## src/rtl/fifo_pkg.sv

```systemverilog
// Shared helpers for the asynchronous FIFO: Gray/binary conversion and pointer sizing.
// Used by the read-side controller, the write-pointer block and the synchronizer top.
package fifo_pkg;

   // Widest pointer the conversion helpers handle; callers size-cast in and out.
   localparam int GRAY_MAX_W = 32;

   typedef enum logic {
      OUT_EMPTY = 1'b0,
      OUT_FULL  = 1'b1
   } out_state_e;

   function automatic int ptr_width(input int addr_width);
      return addr_width + 1;
   endfunction

   function automatic logic [GRAY_MAX_W-1:0] bin2gray(input logic [GRAY_MAX_W-1:0] bin);
      return bin ^ (bin >> 1);
   endfunction

   function automatic logic [GRAY_MAX_W-1:0] gray2bin(input logic [GRAY_MAX_W-1:0] gray);
      logic [GRAY_MAX_W-1:0] bin;
      bin[GRAY_MAX_W-1] = gray[GRAY_MAX_W-1];
      for (int i = GRAY_MAX_W-2; i >= 0; i--) begin
         bin[i] = bin[i+1] ^ gray[i];
      end
      return bin;
   endfunction

endpackage

```

## src/rtl/gray_to_bin.sv

```systemverilog
// Combinational Gray-to-binary converter (XOR prefix from the MSB).
module gray_to_bin
   import fifo_pkg::*;
#(
   parameter int WIDTH = 4
) (
   input  logic [WIDTH-1:0] gray,
   output logic [WIDTH-1:0] bin
);

   assign bin = WIDTH'(gray2bin(GRAY_MAX_W'(gray)));

endmodule

```

## src/rtl/fifo_rd_fwft.sv

```systemverilog
// Read-side controller of the async FIFO: read pointers, empty flag, and a
// first-word-fall-through output register with a valid/ready handshake.
module fifo_rd_fwft
   import fifo_pkg::*;
#(
   parameter  int DATA_WIDTH = 8,
   parameter  int FIFO_DEPTH = 8,
   localparam int ADDR_WIDTH = $clog2(FIFO_DEPTH),
   localparam int PTR_WIDTH  = ptr_width(ADDR_WIDTH)
) (
   input  logic                  R_CLK,
   input  logic                  R_RST,
   input  logic [PTR_WIDTH-1:0]  sync_gray_wptr,
   input  logic [DATA_WIDTH-1:0] R_data,
   output logic [ADDR_WIDTH-1:0] R_addr,
   output logic [PTR_WIDTH-1:0]  gray_rd_ptr,
   output logic                  empty,
   output logic [DATA_WIDTH-1:0] out_data,
   output logic                  out_valid,
   input  logic                  out_ready,
   output logic [PTR_WIDTH-1:0]  rd_level
);

   logic [PTR_WIDTH-1:0]  bn_rd_ptr_q, bn_rd_ptr_d;
   logic [PTR_WIDTH-1:0]  gray_rd_ptr_q, gray_rd_ptr_d;
   logic [PTR_WIDTH-1:0]  rd_level_q, rd_level_d;
   logic [DATA_WIDTH-1:0] out_data_q, out_data_d;
   logic                  out_valid_q, out_valid_d;
   logic [PTR_WIDTH-1:0]  comb_gray_rptr;
   logic [PTR_WIDTH-1:0]  sync_bin_wptr;
   logic                  empty_int;
   logic                  fetch;
   out_state_e            out_state;

   gray_to_bin #(
      .WIDTH (PTR_WIDTH)
   ) u_wptr_g2b (
      .gray (sync_gray_wptr),
      .bin  (sync_bin_wptr)
   );

   // The output-register state is out_valid itself; no separate state flop.
   assign out_state = out_state_e'(out_valid_q);

   always_comb begin
      comb_gray_rptr = PTR_WIDTH'(bin2gray(GRAY_MAX_W'(bn_rd_ptr_q)));
      empty_int      = (comb_gray_rptr == sync_gray_wptr);
      fetch          = 1'b0;
      bn_rd_ptr_d    = bn_rd_ptr_q;
      out_data_d     = out_data_q;
      out_valid_d    = out_valid_q;

      case (out_state)
         OUT_EMPTY: begin
            fetch = !empty_int;
         end
         OUT_FULL: begin
            if (out_ready) begin
               fetch = !empty_int;
               if (empty_int) begin
                  out_valid_d = 1'b0;
               end
            end
         end
         default: begin
            fetch = 1'b0;
         end
      endcase

      if (fetch) begin
         out_data_d  = R_data;
         out_valid_d = 1'b1;
         bn_rd_ptr_d = bn_rd_ptr_q + PTR_WIDTH'(1);
      end

      gray_rd_ptr_d = comb_gray_rptr;
      // Write pointer is seen late, so this can only under-count.
      rd_level_d    = sync_bin_wptr - bn_rd_ptr_q;
   end

   always_ff @(posedge R_CLK or negedge R_RST) begin
      if (!R_RST) begin
         bn_rd_ptr_q   <= '0;
         gray_rd_ptr_q <= '0;
         rd_level_q    <= '0;
         out_data_q    <= '0;
         out_valid_q   <= 1'b0;
      end else begin
         bn_rd_ptr_q   <= bn_rd_ptr_d;
         gray_rd_ptr_q <= gray_rd_ptr_d;
         rd_level_q    <= rd_level_d;
         out_data_q    <= out_data_d;
         out_valid_q   <= out_valid_d;
      end
   end

   assign R_addr      = bn_rd_ptr_q[ADDR_WIDTH-1:0];
   assign gray_rd_ptr = gray_rd_ptr_q;
   assign empty       = empty_int;
   assign out_data    = out_data_q;
   assign out_valid   = out_valid_q;
   assign rd_level    = rd_level_q;

endmodule

```

## config.mk

```make
export PLATFORM = sky130hd
export DESIGN_NAME = fifo_rd_fwft
export DESIGN_NICKNAME = d
export VERILOG_FILES = /design/src/rtl/fifo_pkg.sv /design/src/rtl/gray_to_bin.sv /design/src/rtl/fifo_rd_fwft.sv
export SDC_FILE = /design/constraint.sdc
export NUM_CORES = 1
export LEC_CHECK = 0
export CORE_ASPECT_RATIO = 0.6
export CORE_MARGIN = 2
export CORE_UTILIZATION = 41
export DETAILED_ROUTE_END_ITERATION = 8
export GPL_TIMING_DRIVEN = 0
export PLACE_DENSITY = 0.85
export RECOVER_POWER = 25
export SLEW_MARGIN = 20
export SYNTH_ARGS = -nofsm -noshare
export SYNTH_HDL_FRONTEND = slang
export SYNTH_SLANG_ARGS = --single-unit
export TNS_END_PERCENT = 1
```

## constraint.sdc

```tcl
create_clock -name R_CLK -period 2.74 [get_ports R_CLK]
set_input_delay 0.274 -clock R_CLK [delete_from_list [all_inputs] [get_ports R_CLK]]
set_output_delay 0.274 -clock R_CLK [all_outputs]
set_load 0.005 [all_outputs]
```

==> flow_summary.toml <==
[route]
vias = 612
wirelength_um = 1780
viasPerCell = 4.43
initialDrtViolationCount = 10
wl_per_cell_um = 12.9
dr.pass1.iters = 2
drc = 0
ant_nets = 0

[sta]
fin_worst_skew_ns = 0.00194
drv_slew = 0
finalCriticalPeriod_ns = 2.46
tns_ns = 0
hold_slack_ns = 0.381
hold_violations = 0
max_freq_ghz = 0.407
rsz0062_at_grt = "false"
tightest_slew_ns = 0.900
fin_ws_ns = 0.283
min_period_over_period = 0.897
slew_headroom = 0.398
finalSetupViolCount = 0

[layout]
final_area_mm2 = 0.00141
stdcell_count = 138
nets = 130
area_delta_synth_final_pct = 44.3
diodes = 0
utilization = 0.635
drive_gt1_frac = 0.176

[clocking]
cts_made_buffers = 3
clkSinkCount = 21
cts_tree = "yes"
h-tree-depth = 1
clkTransAtPathRegs_ns = 0.07
clkLatencyLatePin_ns = 0.25
cts_resized = 0
clockRootBuffer = "clkbuf_8"
post-cts-setup-buffers = 0
clockBufferDepth = 2
holdBufCountCts = 0

[critical_path]
r2r_cells = 5
reg2reg_from = "bn_rd_ptr_q[3]"
crit_arrival_ns = 2.18
worstSetupEndpointType = "output pin"
rr_endpoint = "out_data[2]"
path_class = "flop to output pin"
reg2reg_slack_ns = 0.77
cp_max_fo = 5
critPathRequiredTime_ns = 2.47
start_kind = "flop"

[min_path]
hp-start = "bn_rd_ptr_q[3]"
hold-path-endpoint = "gray_rd_ptr[3]"
holdPathStages = 0
hold_path.class = "flop to flop"

[place]
port_buffers = 35
hpwlAfterDp_um = 1430
dpl_cell_area_mm2 = 0.00136
gp_congestion = 0.775
dp.cells = 134
pre_cts_slack_ns = 0.424

[grt]
grt.total_usage = 0.147
use_met2 = 0.240
grt-busiest-layer = "met2"
antenna_found_initial = 0
grt_pass1_vias = 636
grt.met1_usage = 0.179
grt_max_degree = 22
grt-ovfl-total = 0
met3_usage = 0.0650
grt_pass1_wl_um = 2970

[die]
initial_core_util = 0.440
rows = 13
die-area_mm2 = 0.00279
die_h_um = 41.7
io_pins = 36
dieWidth_um = 66.9
core_mm2 = 0.00221

[power_and_ir_drop]
power_density_mw_per_mm2 = 1140
p_total_mw = 1.60
p_leak_nw = 0.604
vdd.ir_drop.worst_uv = 651
power_frac_clock = 0.121
power.switching_mw = 0.497
swShare = 0.312
power_frac_seq = 0.347
p_int_mw = 1.10
combPwrFrac = 0.532

[run_status]
status = "completed"

[yosys]
ys_ff_latch = 21
yosysWarnings = 0
ys_seq_area_frac = 0.540
avgSynthCellArea_um2 = 14.1
synth_cell_types = 20
syn-num-nets = 90
synthCells = 69
synth_area_um2 = 973

[flow_run]
drv_cap = 0
==> power groups by stage <==
stage | Sequential, mW | Combinational [mW] | Clock, mW
after detailed placement | 0.561 | 0.861 | 0
after global routing | 0.572 | 0.934 | 0.222
after global placement | 0.552 | 0.832 | 0
final | 0.553 | 0.849 | 0.194
after floorplan | 0.559 | 0.457 | 0
after CTS | 0.556 | 0.867 | 0.203
==> cells by family (layout without fill, tap and decap cells) <==
family                   Yosys count  after routing  share of synthesized area
adder cells (fa/ha/maj)            6              6                     0.0848
AND/OR/NAND/NOR                    6              6                     0.0411
multiplexers                       8              8                     0.0925
XOR/XNOR                          13             13                      0.132
flip-flops                        21             21                      0.540
AO/OA/AOI/OAI                      4              4                     0.0463
buffers and inverters             11             50                     0.0630
==> area by class of cell <==
class                      instances  area (um^2)
timing repair buffer              35          350
clock buffer                       4         45.0
multi-input combinational         37          387
inverter                           6         22.5
tap                               30         37.5
buffer                             5         37.5
fill                             180          807
sequential                        21          526
==> metal layers <==
layer  vias to the layer above  part of all wire  routed length, um
met2                        28              0.50                884
met3                         2             0.071                127
met1                       282              0.43                757
li1                        300                 -                  -
met4                         0            0.0045                  8
met5                         -                 0                  0
==> state kept, by name (all words and copies together) (netlist names) <==
signal / cells
bn_rd_ptr_q: 4
out_valid: 1
rd_level: 4
out_data: 8
gray_rd_ptr: 4
==> worst max-delay path, cell delays in order (launching register included) <==
cell and delay [ns]:
dfrtp_1 0.46, ha_1 0.36, xnor2_1 0.31, and4_2 0.29
clkdlybuf4s50_1 0.50
==> cells in the final DEF (no fill, tap or decap) <==
cell	netlist	routed
clkdlybuf4s50_1	0	34
dfrtp_1	21	21
xnor2_1	8	8
mux2_2	8	8
inv_1	6	6
ha_1	5	5
xor2_1	4	4
buf_4	3	3
clkbuf_8	0	3
clkbuf_1	0	2
nand2_1	2	2
a21o_1	1	1
a21oi_1	1	1
xnor3_2	1	1
and4_2	1	1
nor2b_1	1	1
nand2b_1	1	1
a41oi_4	1	1
buf_6	1	1
nand3_2	1	1
o21ai_0	1	1
fa_1	1	1
dlygate4sd3_1	0	1
==> cells in the mapped netlist (all sizes together) <==
cell type,number,area [um^2]
a41oi,1,27.5
a21o,1,7.51
nand3,1,10.0
xor2,4,35.0
clkbuf,1,5.00
nand2,2,7.51
dfrtp,21,526
inv,6,22.5
xnor3,1,23.8
a21oi,1,5.00
mux2,8,90.1
nand2b,1,6.26
and4,1,10.0
fa,1,20.0
buf,4,33.8
xnor2,8,70.1
nor2b,1,6.26
ha,5,62.6
o21ai,1,5.00
==> how the worst max path moves through the flow <==
stage                      start          end  slack, ns
6_report          bn_rd_ptr_q[1]        empty       0.28
2_1_floorplan     bn_rd_ptr_q[0]  out_data[0]       0.94
3_5_place_dp   sync_gray_wptr[2]  rd_level[1]       0.42
3_3_place_gp   sync_gray_wptr[3]  rd_level[3]       0.53
5_1_grt           bn_rd_ptr_q[0]        empty       0.17
4_1_cts           bn_rd_ptr_q[1]        empty       0.27
(Power assumes the default switching activity.)
